`src/rtl/nes_pad_reader.sv`:
```
// NES pad poller: every POLL_TICKS cycles pulses pad_latch, clocks out eight bits, presents them on buttons.
// Define PAD_DEBOUNCE_EN so that buttons only change once two consecutive frames agree.

module nes_pad_reader #(
   parameter int HALF_TICKS = 128,
   parameter int POLL_TICKS = 357954
) (
   input  logic       clk,
   input  logic       reset,
   input  logic       enable,
   output logic       pad_latch,
   output logic       pad_clk,
   input  logic       pad_data,
   output logic [7:0] buttons,
   output logic       valid
);

   localparam int POLL_W  = (POLL_TICKS > 1) ? $clog2(POLL_TICKS) : 1;
   localparam int PHASE_W = $clog2(2 * HALF_TICKS);

   typedef enum logic [1:0] {IDLE, LATCH, SHIFT, DONE} state_t;

   state_t             state, state_next;
   logic [POLL_W-1:0]  poll_cnt;
   logic [PHASE_W-1:0] phase_cnt, phase_next;
   logic [2:0]         bit_idx, bit_next;
   logic [7:0]         shift_reg;
   logic [1:0]         sync;
   logic               tick;
   logic               phase_last;
   logic               sample_now;
   logic               frame_end;

   assign tick       = (poll_cnt == POLL_W'(POLL_TICKS - 1));
   assign phase_last = (phase_cnt == PHASE_W'(2 * HALF_TICKS - 1));
   assign sample_now = (state == SHIFT) && (phase_cnt == PHASE_W'(HALF_TICKS - 1));
   assign frame_end  = (state_next == DONE);

   // NOTE: sequential state uses non-blocking (<=) so every flop sees pre-edge values; combinational blocks use blocking (=).
   always_ff @(posedge clk or posedge reset) begin
      if (reset) begin
         sync <= 2'b11;
      end else begin
         sync <= {sync[0], pad_data};
      end
   end

   // The poll counter free-runs regardless of FSM state, so frame starts stay on a fixed grid.
   always_ff @(posedge clk or posedge reset) begin
      if (reset) begin
         poll_cnt <= '0;
      end else if (tick) begin
         poll_cnt <= '0;
      end else begin
         poll_cnt <= poll_cnt + 1'b1;
      end
   end

   // NOTE: every variable gets a default at the top of always_comb so no path leaves it unassigned (no latches).
   always_comb begin
      state_next = state;
      phase_next = phase_cnt;
      bit_next   = bit_idx;
      case (state)
         IDLE: begin
            phase_next = '0;
            bit_next   = '0;
            if (tick && enable) state_next = LATCH;
         end
         LATCH: begin
            if (phase_last) begin
               phase_next = '0;
               bit_next   = '0;
               state_next = SHIFT;
            end else begin
               phase_next = phase_cnt + 1'b1;
            end
         end
         SHIFT: begin
            if (phase_last) begin
               phase_next = '0;
               if (bit_idx == 3'd7) state_next = DONE;
               else                 bit_next   = bit_idx + 3'd1;
            end else begin
               phase_next = phase_cnt + 1'b1;
            end
         end
         default: begin
            phase_next = '0;
            bit_next   = '0;
            state_next = IDLE;
         end
      endcase
   end

   // Pad-facing outputs are registered from next-state values so the lines never glitch.
   always_ff @(posedge clk or posedge reset) begin
      if (reset) begin
         state     <= IDLE;
         phase_cnt <= '0;
         bit_idx   <= '0;
         pad_latch <= 1'b0;
         pad_clk   <= 1'b1;
         valid     <= 1'b0;
      end else begin
         state     <= state_next;
         phase_cnt <= phase_next;
         bit_idx   <= bit_next;
         pad_latch <= (state_next == LATCH);
         pad_clk   <= !((state_next == SHIFT) && (phase_next < PHASE_W'(HALF_TICKS)));
         valid     <= (state_next == DONE);
      end
   end

   always_ff @(posedge clk or posedge reset) begin
      if (reset) begin
         shift_reg <= 8'h00;
      end else if (sample_now) begin
         shift_reg[bit_idx] <= ~sync[1];
      end
   end

`ifdef PAD_DEBOUNCE_EN
   logic [7:0] prev_frame;

   always_ff @(posedge clk or posedge reset) begin
      if (reset) begin
         prev_frame <= 8'h00;
         buttons    <= 8'h00;
      end else if (frame_end) begin
         if (shift_reg == prev_frame) buttons <= shift_reg;
         prev_frame <= shift_reg;
      end
   end
`else
   always_ff @(posedge clk or posedge reset) begin
      if (reset) begin
         buttons <= 8'h00;
      end else if (frame_end) begin
         buttons <= shift_reg;
      end
   end
`endif

endmodule
```
`config.mk`:
```
export PLATFORM = sky130hd
export DESIGN_NAME = nes_pad_reader
export DESIGN_NICKNAME = d
export VERILOG_FILES = /design/src/rtl/nes_pad_reader.sv
export SDC_FILE = /design/constraint.sdc
export NUM_CORES = 1
export LEC_CHECK = 0
export CAP_MARGIN = 5
export CORE_MARGIN = 1
export CORE_UTILIZATION = 43
export DETAILED_ROUTE_END_ITERATION = 10
export SLEW_MARGIN = 30
export SYNTH_ARGS = -nofsm -noshare
export SYNTH_HDL_FRONTEND = slang
export SYNTH_SLANG_ARGS = --single-unit
```
`constraint.sdc`:
```
create_clock -name clk -period 2.1 [get_ports clk]
set_input_delay 0.42 -clock clk [delete_from_list [all_inputs] [get_ports clk]]
set_output_delay 0.42 -clock clk [all_outputs]
set_load 0.03 [all_outputs]
```
==> results of run 1 <==
-- synth_stat cells (3+ instances only) --
master,count
xor2_1,8
xnor2_1,13
ha_1,9
nand3b_1,3
inv_1,5
a21oi_1,4
o31ai_1,5
o21ai_0,8
nand2_1,24
nand3_1,12
mux2_4,8
dfstp_2,3
dfrtp_1,50
and3_1,7
nor2_1,21
nor3_1,3
-- stage by stage --
step | instance area, sq um | worst slack, ns | TNS [ns] | hold WS, ns | total power [W]
floorplan | 2480 | 0.146 | 0 | 0.345 | 0.00106
global placement | 2780 | 0.113 | 0 | 0.346 | 0.00108
detailed placement | 2780 | 0.0661 | 0 | 0.347 | 0.00108
CTS | 2860 | 0.0717 | 0 | 0.360 | 0.00164
global route | 2910 | -0.00807 | -0.0303 | 0.373 | 0.00167
finish | 2910 | 0.103 | 0 | 0.359 | 0.00161
-- final cells by class --
type | count | share of cell area
clock buffers | 6 | 0.0250
clock inverters | 2 | 0.00345
inverters | 6 | 0.00775
multi-input cells | 155 | 0.386
flip-flops and latches | 53 | 0.458
well taps | 72 | 0.0310
repair buffers | 28 | 0.0887
-- power breakdown --
group | internal [W] | switching [W]
combinational | 0.00000907 | 0.0000204
sequential | 0.00102 | 0.00000249
clock | 0.000232 | 0.000321
-- how the worst max path moves through the flow --
stage	to	slack (ns)	cells after the start
after global routing	buttons[5]$_DFFE_PP0N_	-0.008	6
after global placement	buttons[4]$_DFFE_PP0N_	0.11	6
after floorplan	buttons[0]$_DFFE_PP0N_	0.15	8
after detailed placement	buttons[6]$_DFFE_PP0N_	0.07	6
after CTS	buttons[2]$_DFFE_PP0N_	0.07	6
final	buttons[2]$_DFFE_PP0N_	0.10	6
-- kinds of logic after synthesis --
group	Yosys count	share of synthesized area
simple gates	87	0.191
flops	53	0.537
compound gates	29	0.0798
xor+xnor	21	0.0742
buf+inv	11	0.0237
fa+ha+maj	9	0.0455
mux	8	0.0485
-- worst max-delay path, cell delays in order (launching register included) --
cell	delay, ns
dfrtp_1	0.41
inv_1	0.10
ha_1	0.25
a221o_1	0.36
a21oi_4	0.22
nand2b_4	0.23
mux2_4	0.31
-- what timing repair did --
item                       4_1_cts  5_1_grt
setup endpoints to repair        0        8
setup buffers                    0        1
hold buffers                     0        0
resized for setup                0        5
-- layer usage --
metal | part of all wire | GRT usage | vias to the layer above | wire (um)
met5 | 0 | 0 | - | 0
met4 | 0.012 | 0.0611 | 0 | 52
met3 | 0.017 | 0.0353 | 7 | 74
met2 | 0.48 | 0.257 | 15 | 2070
met1 | 0.49 | 0.197 | 778 | 2080
li1 | - | - | 814 | -
==> impl_metrics.tcl, run 1 <==
set metrics [dict create \
    seqCellArea_sq_um 1330 \
    placedCellCount 312 \
    async_reset_ff_frac 1.00 \
    endpoint_kind "flip-flop" \
    final_common_cell "dfrtp_1" \
    coreArea_sq_um 5540 \
    drv_cap 0 \
    final_core_util 0.524 \
    ys_warn_count 0 \
    numCtsBuffers 5 \
    yosysSeqAreaShare 0.537 \
    grt_first_pass_wirelength_um 7350 \
    nets 262 \
    rrSetupSlack_ns 0.10 \
    yosysTopAreaCell "dfrtp_1" \
    p_per_area_nw_per_um2 553 \
    relSlewSlack 0.676 \
    routed_wirelength_um 4280 \
    status "finished, final reports clean" \
    dieArea_sq_um 6070 \
    synth_area_per_cell_sq_um 11.4 \
    synth_nets 231 \
    leakage_nw 1.34 \
    synth_area_leaders "dfrtp_1 51%, mux2_4 4.8%, xnor2_1 4.6%, ha_1 4.5%, nand2_1 3.6%" \
    grt_overflow 0 \
    hpwl_um 2880 \
    antenna_found_initial 0 \
    diodes 0 \
    hold_start "sync[0]$_DFF_PP1_" \
    synth-seq-cells 53 \
    required_ns 2.30 \
    cts-root-buf "clkbuf_8" \
    routedWlPerCell_um 13.3 \
    synth_edf_count 0 \
    max_flop_register "poll_cnt" \
    die_y_um 77.9 \
    fp-row-count 27 \
    period_minus_slack_ns 2.00 \
    finalNonFillerCells 322 \
    path_max_fanout 5 \
    min_to "sync[1]$_DFF_PP1_" \
    synth_top_area_share 0.505 \
    clock_latency_ns 0.30 \
    syn_inst 218 \
    clkTransAtPathRegs_ns 0.09 \
    drive_gt1_frac 0.184 \
    start_util 0.447 \
    drcViolationCount 0 \
    clockBufferDepth 2 \
    reg2reg_from "state[0]$_DFF_PP0_" \
    ir_drop_mv 0.276 \
    final_cell_mix "50 x dfrtp_1, 24 x nand2_1, 21 x nor2_1, 14 x clkdlybuf4s50_1" \
    io_buffers 14 \
    synthFlopType "dfrtp_1" \
    vias 1614 \
    r2r_end "buttons[2]$_DFFE_PP0N_" \
    min_path_cells 0 \
    multi_input_area_sq_um 1120 \
    ys_types 42 \
    fmax_ghz 0.501 \
    cts_tree "built" \
    worst_pin_slew_ns 0.481 \
    ios 15 \
    antenna_left 0 \
    rsz0062_at_grt "yes" \
    fillers 525 \
    largest_reg_flops 19 \
    reg2reg_depth 6 \
    place_congestion 0.757 \
    skew_ns 0.00441 \
    area_delta_synth_final_pct 17.3 \
    hp-class "flip-flop to flip-flop" \
    hold_viol 0 \
    crit_arrival_ns 2.19 \
    die_w_um 77.9 \
    final_max_slew_viol_count 0 \
    drtIter0Drc 76 \
    track_usage 0.155 \
    dr.pass1.iters 4 \
    critical_path_class "flip-flop to flip-flop" \
    grt_max_degree 54 \
    first_global_vias 1621 \
    via_per_inst 5.01 \
    worstSetupStartpoint "state[0]$_DFF_PP0_" \
    fin_crit_sh 0.951 \
    start_kind "flip-flop" \
    synthesis.area_sq_um 2480 \
    clkSinkCount 53 \
    finalSetupViolCount 0 \
    cts.htree.levels 2 \
]
(Power assumes the default switching activity.)
==> run 2: changes to the inputs <==
- CORE_MARGIN: 1 -> 3
==> run 2 against run 1 <==
Net effect: worst hold slack about the same; non-clock buffer count increased by 1; first-iteration DRC count decreased by 18%; clock-buffer cell count increased by 1; largest cell class unchanged; largest power group unchanged; highest routed layer unchanged.
==> impl_metrics.tcl, run 2 (same netlist as run 1, synthesis figures left out) <==
set metrics [dict create \
    cts_tree "built" \
    skew_ns 0.00869 \
    max_flop_register "poll_cnt" \
    crit_chain "and4_4 > nand4_4 > a221o_1 > a21oi_2 > nand2b_2 > mux2_4" \
    fp-row-count 27 \
    grt_overflow 0 \
    start_kind "flip-flop" \
    finalSetupViolCount 0 \
    die_y_um 81.9 \
    critPathMaxStageDelay_ns 0.39 \
    hpwl_um 2830 \
    numCtsBuffers 5 \
    clock_latency_ns 0.30 \
    cts-root-buf "clkbuf_8" \
    period_minus_slack_ns 2.00 \
    leakage_nw 1.34 \
    p_per_area_nw_per_um2 570 \
    hp-class "flip-flop to flip-flop" \
    fillers 506 \
    area_delta_synth_final_pct 18.0 \
    via_per_inst 4.97 \
    holdBufCountCts 0 \
    track_usage 0.138 \
    final_max_slew_viol_count 0 \
    io_buffers 14 \
    coreArea_sq_um 5540 \
    antenna_found_initial 0 \
    place_congestion 0.715 \
    antenna_left 0 \
    grt_max_degree 54 \
    reg2reg_depth 6 \
    relSlewSlack 0.684 \
    clockBufferDepth 2 \
    status "finished, final reports clean" \
    reg2reg_from "phase_cnt[4]$_DFF_PP0_" \
    worstSetupStartpoint "phase_cnt[4]$_DFF_PP0_" \
    diodes 0 \
    post-route-cell-area_sq_um 2920 \
    rsz0062_at_grt "yes" \
    hold_viol 0 \
    ios 15 \
    drv_cap 0 \
    placed_area_sq_um 2780 \
    endpoint "buttons[4]$_DFFE_PP0N_" \
    clkTransAtPathRegs_ns 0.09 \
    critical_path_class "flip-flop to flip-flop" \
    r2r_end "buttons[4]$_DFFE_PP0N_" \
    cts.htree.levels 2 \
    tns_ns 0 \
    nets 263 \
    ir_drop_mv 0.344 \
    final_cell_mix "50 x dfrtp_1, 24 x nand2_1, 21 x nor2_1, 14 x clkdlybuf4s50_1, 14 x buf_4" \
    crit_arrival_ns 2.18 \
    routed_wirelength_um 4210 \
    fin_crit_sh 0.952 \
    slowest_stage "dfrtp_1" \
    start_util 0.447 \
    routedWlPerCell_um 13.0 \
    endpoint_kind "flip-flop" \
    largest_reg_flops 19 \
    first_global_vias 1598 \
    drtIter0Drc 62 \
    hold_slack_ns 0.359 \
    required_ns 2.28 \
    drcViolationCount 0 \
    die_w_um 81.9 \
    rrSetupSlack_ns 0.10 \
    clkSinkCount 53 \
    fmax_ghz 0.500 \
    final_common_cell "dfrtp_1" \
    path_max_fanout 4 \
    grt_first_pass_wirelength_um 7290 \
    drive_gt1_frac 0.187 \
    worst_pin_slew_ns 0.470 \
    dr.pass1.iters 4 \
    vias 1605 \
    dieArea_sq_um 6710 \
]
run 2: cell count changes in the layout (fill, tap and decap cells not counted):
cell	delta
clkinv_2	-1
clkbuf_1	-1
nor4b_2	-1
nor4b_4	+1
buf_4	+1
clkbuf_8	+2
nor3_2	-1
nor3_1	+1
a21oi_4	-1
a21oi_2	+1
nand2b_4	-1
nand2b_2	+1
run 2: area by class of cell:
type	count	area, sq um	area share
timing repair buffer	29	265	0.0908
clock buffer	7	96.3	0.0330
tap	72	90.1	0.0308
clock inverter	1	5.00	0.00171
multi-input combinational	155	1110	0.381
sequential	53	1330	0.455
inverter	6	22.5	0.00771
run 2: per-stage QoR:
| stage | power (W) | std cells | setup WS (ns) | utilization |
|---|---|---|---|---|
| finish | 0.00167 | 323 | 0.100 | 0.528 |
| global route | 0.00175 | 323 | -0.0686 | 0.528 |
| CTS | 0.00169 | 320 | 0.0653 | 0.520 |
| detailed placement | 0.00108 | 312 | 0.0836 | 0.502 |
| global placement | 0.00108 | 312 | 0.101 | 0.502 |
| floorplan | 0.00106 | 218 | 0.146 | - |
run 2: power by group:
part,internal [W],switching (W)
Clock,0.000298,0.000312
Combinational,0.00000907,0.0000205
Sequential,0.00102,0.00000257
Total,0.00133,0.000335
run 2: what timing repair did:
item                                    4_1_cts  5_1_grt
endpoints found under the setup margin        0        8
resized for setup                             0        3
buffers inserted                              0        2
run 2: per-layer routing:
layer	vias up	track usage	part of all wire
li1	818	-	-
met1	766	0.185	0.49
met2	16	0.225	0.47
met3	5	0.0329	0.025
met4	0	0.0349	0.0081
met5	-	0	0
run 2: critical path, delay by kind of cell (launching register included):
family | cells | cell delay (ns)
compound gates | 2 | 0.55
flops | 1 | 0.39
simple gates | 3 | 0.64
mux | 1 | 0.31
run 2: how the worst min path moves through the flow:
stage / start / slack [ns] / cells past startpoint / endpoint
after detailed placement: sync[0]$_DFF_PP1_ / 0.35 / 0 / sync[1]$_DFF_PP1_
after CTS: sync[0]$_DFF_PP1_ / 0.36 / 0 / sync[1]$_DFF_PP1_
final: sync[0]$_DFF_PP1_ / 0.36 / 0 / sync[1]$_DFF_PP1_
after floorplan: sync[0]$_DFF_PP1_ / 0.35 / 0 / sync[1]$_DFF_PP1_
after global routing: sync[0]$_DFF_PP1_ / 0.36 / 0 / sync[1]$_DFF_PP1_
after global placement: sync[0]$_DFF_PP1_ / 0.35 / 0 / sync[1]$_DFF_PP1_
